## config.mk

```make
export PLATFORM = sky130hd
export DESIGN_NAME = axi_ar_arbiter_flat
export DESIGN_NICKNAME = d
export VERILOG_FILES = /design/src/rtl/axi_ar_arbiter_if.sv /design/src/rtl/axi_ar_arbiter.sv /design/src/flat_wrapper.sv
export SDC_FILE = /design/constraint.sdc
export NUM_CORES = 1
export LEC_CHECK = 0
export CORE_MARGIN = 4
export CORE_UTILIZATION = 34
export DETAILED_ROUTE_END_ITERATION = 7
export PLACE_DENSITY_LB_ADDON = 0.25
export SETUP_SLACK_MARGIN = 0.1
export SLEW_MARGIN = 20
export SYNTH_ARGS = -nofsm -noshare
export SYNTH_HDL_FRONTEND = slang
export SYNTH_SLANG_ARGS = --single-unit
```

## constraint.sdc

```tcl
create_clock -name ACLK -period 1.7 [get_ports ACLK]
set_clock_uncertainty 0.2 [all_clocks]
set_input_delay 0.51 -clock ACLK [delete_from_list [all_inputs] [get_ports ACLK]]
set_output_delay 0.51 -clock ACLK [all_outputs]
set_load 0.05 [all_outputs]
```

## src/rtl/axi_ar_arbiter_if.sv

```systemverilog
// AR-channel bundle between two read masters, the arbiter and three slaves.
// The master modport is the arbiter's view: it drives the shared slave-side AR bus.
interface axi_ar_arbiter_if #(
    parameter int ADDR_WIDTH = 32,
    parameter int ID_WIDTH   = 4,
    parameter int LEN_WIDTH  = 4
);
    logic                  ARVALID_M0;
    logic                  ARVALID_M1;
    logic [ADDR_WIDTH-1:0] ARADDR_M0;
    logic [ADDR_WIDTH-1:0] ARADDR_M1;
    logic [ID_WIDTH-1:0]   ARID_M0;
    logic [ID_WIDTH-1:0]   ARID_M1;
    logic [LEN_WIDTH-1:0]  ARLEN_M0;
    logic [LEN_WIDTH-1:0]  ARLEN_M1;
    logic                  ARREADY_M0;
    logic                  ARREADY_M1;

    logic                  ARVALID_S1;
    logic                  ARVALID_S2;
    logic                  ARVALID_SD;
    logic                  ARREADY_S1;
    logic                  ARREADY_S2;
    logic                  ARREADY_SD;
    logic [ADDR_WIDTH-1:0] ARADDR_S;
    logic [ID_WIDTH:0]     ARID_S;
    logic [LEN_WIDTH-1:0]  ARLEN_S;

    logic                  r_fire_last;
    logic [1:0]            grant;
    logic [1:0]            slave_sel;
    logic                  busy;

    modport master (
        input  ARVALID_M0, ARVALID_M1, ARADDR_M0, ARADDR_M1,
        input  ARID_M0, ARID_M1, ARLEN_M0, ARLEN_M1,
        output ARREADY_M0, ARREADY_M1,
        output ARVALID_S1, ARVALID_S2, ARVALID_SD,
        input  ARREADY_S1, ARREADY_S2, ARREADY_SD,
        output ARADDR_S, ARID_S, ARLEN_S,
        input  r_fire_last,
        output grant, slave_sel, busy
    );

    modport slave (
        output ARVALID_M0, ARVALID_M1, ARADDR_M0, ARADDR_M1,
        output ARID_M0, ARID_M1, ARLEN_M0, ARLEN_M1,
        input  ARREADY_M0, ARREADY_M1,
        input  ARVALID_S1, ARVALID_S2, ARVALID_SD,
        output ARREADY_S1, ARREADY_S2, ARREADY_SD,
        input  ARADDR_S, ARID_S, ARLEN_S,
        output r_fire_last,
        input  grant, slave_sel, busy
    );
endinterface

```

## src/rtl/axi_ar_arbiter.sv

```systemverilog
// Two-master round-robin AR arbiter with address decode to S1/S2/SD.
// One transaction at a time: the grant is held until the R burst's last beat.
module axi_ar_arbiter #(
    parameter int ADDR_WIDTH = 32,
    parameter int ID_WIDTH   = 4,
    parameter int LEN_WIDTH  = 4
) (
    input  logic              ACLK,
    input  logic              ARESETn,
    axi_ar_arbiter_if.master  bus
);
    typedef enum logic [1:0] {IDLE = 2'd0, ADDR = 2'd1, DATA = 2'd2} state_t;

    state_t                state_reg, state_next;
    logic                  ptr_reg, ptr_next;   // index of the master that wins a tie
    logic [1:0]            grant_reg, grant_next;
    logic [1:0]            sel_reg, sel_next;
    logic [ADDR_WIDTH-1:0] addr_reg, addr_next;
    logic [ID_WIDTH:0]     id_reg, id_next;
    logic [LEN_WIDTH-1:0]  len_reg, len_next;

    logic                  win;
    logic [ADDR_WIDTH-1:0] win_addr;
    logic [ID_WIDTH-1:0]   win_id;
    logic [LEN_WIDTH-1:0]  win_len;
    logic [1:0]            win_sel;
    logic [2:0]            s_valid;
    logic [2:0]            s_ready;
    logic [1:0]            m_ready;
    logic                  sel_ready;

    assign s_ready = {bus.ARREADY_SD, bus.ARREADY_S2, bus.ARREADY_S1};

    for (genvar gi = 0; gi < 3; gi++) begin : g_slave
        assign s_valid[gi] = (state_reg == ADDR) && (sel_reg == 2'(gi));
    end

    // Only the selected slave's valid can be high, so this picks its ready.
    assign sel_ready = |(s_valid & s_ready);

    for (genvar gi = 0; gi < 2; gi++) begin : g_master
        assign m_ready[gi] = (state_reg == ADDR) && grant_reg[gi] && sel_ready;
    end

    always_comb begin
        state_next = state_reg;
        ptr_next   = ptr_reg;
        grant_next = grant_reg;
        sel_next   = sel_reg;
        addr_next  = addr_reg;
        id_next    = id_reg;
        len_next   = len_reg;

        win      = (bus.ARVALID_M0 && bus.ARVALID_M1) ? ptr_reg : bus.ARVALID_M1;
        win_addr = win ? bus.ARADDR_M1 : bus.ARADDR_M0;
        win_id   = win ? bus.ARID_M1   : bus.ARID_M0;
        win_len  = win ? bus.ARLEN_M1  : bus.ARLEN_M0;

        if (win_addr[31:16] == 16'h0000)
            win_sel = 2'b00;
        else if (win_addr[31:16] == 16'h0001)
            win_sel = 2'b01;
        else
            win_sel = 2'b10;

        case (state_reg)
            IDLE: begin
                if (bus.ARVALID_M0 || bus.ARVALID_M1) begin
                    state_next = ADDR;
                    grant_next = win ? 2'b10 : 2'b01;
                    sel_next   = win_sel;
                    addr_next  = win_addr;
                    id_next    = {win, win_id};
                    len_next   = win_len;
                end
            end
            ADDR: begin
                // r_fire_last is deliberately ignored here.
                if (sel_ready) begin
                    state_next = DATA;
                    ptr_next   = grant_reg[0];
                end
            end
            DATA: begin
                if (bus.r_fire_last) begin
                    state_next = IDLE;
                    grant_next = 2'b00;
                end
            end
            default: state_next = IDLE;
        endcase
    end

    always_ff @(posedge ACLK or negedge ARESETn) begin
        if (!ARESETn) begin
            state_reg <= IDLE;
            ptr_reg   <= 1'b0;
            grant_reg <= 2'b00;
            sel_reg   <= 2'b00;
            addr_reg  <= '0;
            id_reg    <= '0;
            len_reg   <= '0;
        end else begin
            state_reg <= state_next;
            ptr_reg   <= ptr_next;
            grant_reg <= grant_next;
            sel_reg   <= sel_next;
            addr_reg  <= addr_next;
            id_reg    <= id_next;
            len_reg   <= len_next;
        end
    end

    assign bus.ARVALID_S1 = s_valid[0];
    assign bus.ARVALID_S2 = s_valid[1];
    assign bus.ARVALID_SD = s_valid[2];
    assign bus.ARREADY_M0 = m_ready[0];
    assign bus.ARREADY_M1 = m_ready[1];
    assign bus.ARADDR_S   = addr_reg;
    assign bus.ARID_S     = id_reg;
    assign bus.ARLEN_S    = len_reg;
    assign bus.grant      = grant_reg;
    assign bus.slave_sel  = sel_reg;
    assign bus.busy       = (state_reg != IDLE);
endmodule

```

## src/flat_wrapper.sv

```systemverilog
// flat-port wrapper written by rule: the top's interface ports become plain ports
module axi_ar_arbiter_flat 
#(
    parameter int ADDR_WIDTH = 32,
    parameter int ID_WIDTH   = 4,
    parameter int LEN_WIDTH  = 4
)
  (ACLK, ARESETn, bus_ARVALID_M0, bus_ARVALID_M1, bus_ARADDR_M0, bus_ARADDR_M1, bus_ARID_M0, bus_ARID_M1, bus_ARLEN_M0, bus_ARLEN_M1, bus_ARREADY_M0, bus_ARREADY_M1, bus_ARVALID_S1, bus_ARVALID_S2, bus_ARVALID_SD, bus_ARREADY_S1, bus_ARREADY_S2, bus_ARREADY_SD, bus_ARADDR_S, bus_ARID_S, bus_ARLEN_S, bus_r_fire_last, bus_grant, bus_slave_sel, bus_busy);
  axi_ar_arbiter_if #(.ADDR_WIDTH(ADDR_WIDTH), .ID_WIDTH(ID_WIDTH), .LEN_WIDTH(LEN_WIDTH)) bus_i ();
  input  logic ACLK;
  input  logic ARESETn;
  input wire logic [$bits(bus_i.ARVALID_M0)-1:0] bus_ARVALID_M0;
  input wire logic [$bits(bus_i.ARVALID_M1)-1:0] bus_ARVALID_M1;
  input wire logic [$bits(bus_i.ARADDR_M0)-1:0] bus_ARADDR_M0;
  input wire logic [$bits(bus_i.ARADDR_M1)-1:0] bus_ARADDR_M1;
  input wire logic [$bits(bus_i.ARID_M0)-1:0] bus_ARID_M0;
  input wire logic [$bits(bus_i.ARID_M1)-1:0] bus_ARID_M1;
  input wire logic [$bits(bus_i.ARLEN_M0)-1:0] bus_ARLEN_M0;
  input wire logic [$bits(bus_i.ARLEN_M1)-1:0] bus_ARLEN_M1;
  output wire logic [$bits(bus_i.ARREADY_M0)-1:0] bus_ARREADY_M0;
  output wire logic [$bits(bus_i.ARREADY_M1)-1:0] bus_ARREADY_M1;
  output wire logic [$bits(bus_i.ARVALID_S1)-1:0] bus_ARVALID_S1;
  output wire logic [$bits(bus_i.ARVALID_S2)-1:0] bus_ARVALID_S2;
  output wire logic [$bits(bus_i.ARVALID_SD)-1:0] bus_ARVALID_SD;
  input wire logic [$bits(bus_i.ARREADY_S1)-1:0] bus_ARREADY_S1;
  input wire logic [$bits(bus_i.ARREADY_S2)-1:0] bus_ARREADY_S2;
  input wire logic [$bits(bus_i.ARREADY_SD)-1:0] bus_ARREADY_SD;
  output wire logic [$bits(bus_i.ARADDR_S)-1:0] bus_ARADDR_S;
  output wire logic [$bits(bus_i.ARID_S)-1:0] bus_ARID_S;
  output wire logic [$bits(bus_i.ARLEN_S)-1:0] bus_ARLEN_S;
  input wire logic [$bits(bus_i.r_fire_last)-1:0] bus_r_fire_last;
  output wire logic [$bits(bus_i.grant)-1:0] bus_grant;
  output wire logic [$bits(bus_i.slave_sel)-1:0] bus_slave_sel;
  output wire logic [$bits(bus_i.busy)-1:0] bus_busy;
  assign bus_i.ARVALID_M0 = bus_ARVALID_M0;
  assign bus_i.ARVALID_M1 = bus_ARVALID_M1;
  assign bus_i.ARADDR_M0 = bus_ARADDR_M0;
  assign bus_i.ARADDR_M1 = bus_ARADDR_M1;
  assign bus_i.ARID_M0 = bus_ARID_M0;
  assign bus_i.ARID_M1 = bus_ARID_M1;
  assign bus_i.ARLEN_M0 = bus_ARLEN_M0;
  assign bus_i.ARLEN_M1 = bus_ARLEN_M1;
  assign bus_ARREADY_M0 = bus_i.ARREADY_M0;
  assign bus_ARREADY_M1 = bus_i.ARREADY_M1;
  assign bus_ARVALID_S1 = bus_i.ARVALID_S1;
  assign bus_ARVALID_S2 = bus_i.ARVALID_S2;
  assign bus_ARVALID_SD = bus_i.ARVALID_SD;
  assign bus_i.ARREADY_S1 = bus_ARREADY_S1;
  assign bus_i.ARREADY_S2 = bus_ARREADY_S2;
  assign bus_i.ARREADY_SD = bus_ARREADY_SD;
  assign bus_ARADDR_S = bus_i.ARADDR_S;
  assign bus_ARID_S = bus_i.ARID_S;
  assign bus_ARLEN_S = bus_i.ARLEN_S;
  assign bus_i.r_fire_last = bus_r_fire_last;
  assign bus_grant = bus_i.grant;
  assign bus_slave_sel = bus_i.slave_sel;
  assign bus_busy = bus_i.busy;
  axi_ar_arbiter #(.ADDR_WIDTH(ADDR_WIDTH), .ID_WIDTH(ID_WIDTH), .LEN_WIDTH(LEN_WIDTH)) u_core (.ACLK(ACLK), .ARESETn(ARESETn), .bus(bus_i));
endmodule
```

==> insert_results.sql <==
INSERT INTO impl_metrics (metric_group, metric, value, unit) VALUES
('synthesis', 'synth_fa_ha_area_frac', '0', ''),
('synthesis', 'xor_xnor_fraction_of_synth_area', '0', ''),
('clocking', 'cts.sink_count', '48', ''),
('clocking', 'cts.root.buffer_cell', 'clkbuf_8', ''),
('route', 'viasPerCell', '5.60', ''),
('route', 'drt_iter0_markers', '151', ''),
('worst_setup_path', 'worstReg2RegEnd', 'u_core.bus.ARADDR_S[26]', ''),
('global_route', 'grt_first_pass_wirelength', '17.0', 'mm'),
('floorplan', 'fp-row-count', '29', ''),
('cells_and_area', 'layout-drive-gt1-share', '0.504', ''),
('pwr', 'ir_drop', '1.32', 'mV'),
('synthesis', 'synthesis.area_per_instance', '8.30', 'um^2'),
('timing', 'final_max_slew_viol_count', '0', ''),
('synthesis', 'synth_cells', '274', ''),
('timing', 'layout_worst_path_cycle_share', '1.38', ''),
('pwr', 'power.static_leakage', '2.52', 'nW'),
('placed_design', 'placedCellCount', '488', ''),
('route', 'vias', '3188', ''),
('worst_setup_path', 'cp.arrival', '1.63', 'ns'),
('worst_setup_path', 'cp_slowest_stage_delay', '0.45', 'ns'),
('worst_setup_path', 'path_cells', 'nor2b_1, a2bb2oi_2, nor2_2, and2_4, buf_12', ''),
('worst_hold_path', 'hold-path-cell-count', '3', ''),
('floorplan', 'floorplan.initialDensity', '0.354', ''),
('cells_and_area', 'final_non_filler_cell_total', '569', ''),
('placed_design', 'pre_cts_ws', '-0.678', 'ns'),
('worst_setup_path', 'r2r_slack', '-0.37', 'ns'),
('synthesis', 'postSynth.asyncResetShare', '1.00', ''),
('timing', 'rsz_0062_raised_after_global_routing', 'yes', ''),
('clocking', 'cts_made_buffers', '5', ''),
('synthesis', 'yosysSeqAreaShare', '0.528', ''),
('synthesis', 'netlist-cell-type-count', '28', ''),
('synthesis', 'synth_compound_area_frac', '0.148', ''),
('route', 'wirelength', '13.6', 'mm'),
('status', 'failed_checks', 'setup timing', ''),
('floorplan', 'design.portCount', '139', ''),
('worst_setup_path', 'cp.depth', '5', ''),
('worst_setup_path', 'worst-r2r-cell-count', '10', ''),
('clocking', 'htree_levels', '2', ''),
('placed_design', 'gpl.final_weighted_congestion', '0.798', ''),
('pwr', 'powerDensity', '2250', 'nW/um^2'),
('synthesis', 'yosys.area_share.simple', '0.273', ''),
('synthesis', 'synth_area', '2270', 'um^2'),
('synthesis', 'synth_seq_cells', '48', ''),
('worst_setup_path', 'cp_data_required_time', '0.99', 'ns'),
('timing', 'fin_worst_setup_slack', '-0.641', 'ns'),
('synthesis', 'post_synthesis_mux_area_share', '0.00936', ''),
('cells_and_area', 'post_layout_utilization_of_the_core', '0.927', ''),
('floorplan', 'fp.dieH', '89.8', 'um'),
('worst_setup_path', 'worstSetupPathType', 'flip-flop to primary output', ''),
('status', 'run_status', 'complete, but fails checks', ''),
('placed_design', 'buffer_ports.inserted', '138', ''),
('placed_design', 'place_hpwl', '6.03', 'mm'),
('synthesis', 'mappedNetlistNets', '362', ''),
('cells_and_area', 'largest_reg_flops', '32', ''),
('global_route', 'maximum_number_of_pins_on_one_net_before_global_route_repair', '49', ''),
('floorplan', 'dieWidth', '89.8', 'um'),
('worst_setup_path', 'timing.critical_path.buf_inv', '1', ''),
('timing', 'max_slew.worst_pin.slew', '0.330', 'ns'),
('clocking', 'clockBufferDepth', '2', ''),
('timing', 'hold_violations', '0', ''),
('timing', 'setup_viol', '55', ''),
('clocking', 'clock_insertion_delay_worst_skew', '0.31', 'ns'),
('worst_setup_path', 'cpLargestDelayFamily', 'simple AND/OR/NAND/NOR gates', ''),
('route', 'post_drt_wl_per_cell', '23.9', 'um'),
('worst_setup_path', 'r2r_start', 'u_core.state_reg[1]', ''),
('timing', 'minimum_clock_period_after_layout', '2.34', 'ns'),
('worst_setup_path', 'timing.critical_path.slowest_stage_cell', 'dfrtp_2', ''),
('synthesis', 'ys.warnings.count', '0', ''),
('global_route', 'first_global_vias', '3224', ''),
('timing', 'fmaxAchievable', '0.427', 'GHz'),
('route', 'route.antenna.remaining_nets', '0', '');
-- worst max-delay path by stage --
stage | start | end
after floorplan | u_core.bus.slave_sel[1] | bus_ARVALID_SD
after global placement | bus_ARREADY_S2 | bus_ARREADY_M0
after detailed placement | bus_ARREADY_S2 | bus_ARREADY_M1
after CTS | u_core.bus.slave_sel[0] | bus_ARREADY_M1
after global routing | u_core.bus.slave_sel[0] | bus_ARREADY_M1
final | u_core.bus.slave_sel[0] | bus_ARREADY_M1
-- through the flow --
stage / TNS [ns] / hold slack (ns) / cell area, um^2
2_1_floorplan: -1.06 / 0.0144 / 2360
5_1_grt: -17.45 / 0.405 / 5950
6_report: -14.73 / 0.402 / 5950
3_3_place_gp: -19.43 / 0.319 / 4430
4_1_cts: -11.14 / 0.369 / 5540
3_5_place_dp: -20.00 / 0.321 / 4430
-- cell type report --
class,instances,area (um^2),share of cell area
Clock buffer,5,68.8,0.0116
Clock inverter,3,42.5,0.00715
Inverter,3,11.3,0.00189
Multi-Input combinational cell,204,1520,0.255
Sequential cell,48,1220,0.206
Tap cell,77,96.3,0.0162
Timing Repair Buffer,229,2990,0.503
-- synthesized netlist by cell type, types with 2 or more instances --
cell type	instances	share of area
nor3_1	3	0.0066
inv_1	3	0.0050
o21ai_0	3	0.0066
dfrtp_1	48	0.53
nor2b_1	2	0.0055
nand3_1	2	0.0044
buf_2	9	0.020
nor4_1	6	0.017
and2_1	2	0.0055
clkbuf_1	10	0.017
nor2_1	45	0.074
nand2_1	83	0.14
a31oi_1	42	0.12
and4_1	2	0.0077
-- worst reg2reg max path, delay by kind of cell, from the launching register on --
| family | cells | cell delay [ns] |
|---|---|---|
| buf+inv | 6 | 0.76 |
| flops | 1 | 0.42 |
| simple gates | 3 | 0.39 |
| compound gates | 1 | 0.21 |
-- layer usage --
layer | vias up | track usage | part of all wire
li1 | 1369 | - | -
met1 | 1558 | 0.287 | 0.34
met2 | 198 | 0.472 | 0.52
met3 | 63 | 0.0776 | 0.075
met4 | 0 | 0.130 | 0.062
met5 | - | 0 | 0
-- power breakdown --
| group | switching [mW] | total, mW | leakage [nW] | internal [mW] |
|---|---|---|---|---|
| sequential | 0.767 | 2.53 | 0.527 | 1.76 |
| combinational | 4.80 | 9.98 | 1.94 | 5.18 |
| clock | 0.444 | 0.881 | 0.0541 | 0.437 |
-- cells in the final DEF, fill, tap and decap left out, types with 2 or more instances in the layout --
| cell type | instances |
|---|---|
| and4_1 | 2 |
| dfrtp_2 | 18 |
| or2_4 | 2 |
| inv_1 | 2 |
| clkbuf_8 | 5 |
| nor2_2 | 13 |
| buf_6 | 21 |
| dfrtp_1 | 30 |
| dlygate4sd2_1 | 29 |
| a31oi_2 | 2 |
| and2_4 | 2 |
| buf_12 | 67 |
| clkdlybuf4s50_1 | 56 |
| buf_4 | 43 |
| a31oi_4 | 7 |
| nor2_4 | 31 |
| nor4_2 | 6 |
| a31oi_1 | 33 |
| nand2_1 | 82 |
| buf_16 | 8 |
| nand3_1 | 2 |
| buf_8 | 2 |
-- timing repair --
item	4_1_cts	5_1_grt
gates cloned	12	0
pin swaps	17	8
gates resized for setup	100	96
hold endpoints to repair	38	0
hold buffers	1	0
buffers inserted	42	27
endpoints found under the setup margin	84	99
-- logic make-up (layout without fill, tap and decap cells) --
| family | Yosys count | after routing |
|---|---|---|
| buffers and inverters | 22 | 240 |
| multiplexers | 2 | 2 |
| AND/OR/NAND/NOR | 150 | 150 |
| AO/OA/AOI/OAI | 52 | 52 |
| flip-flops | 48 | 48 |
Power figures use the tool's default switching activity.
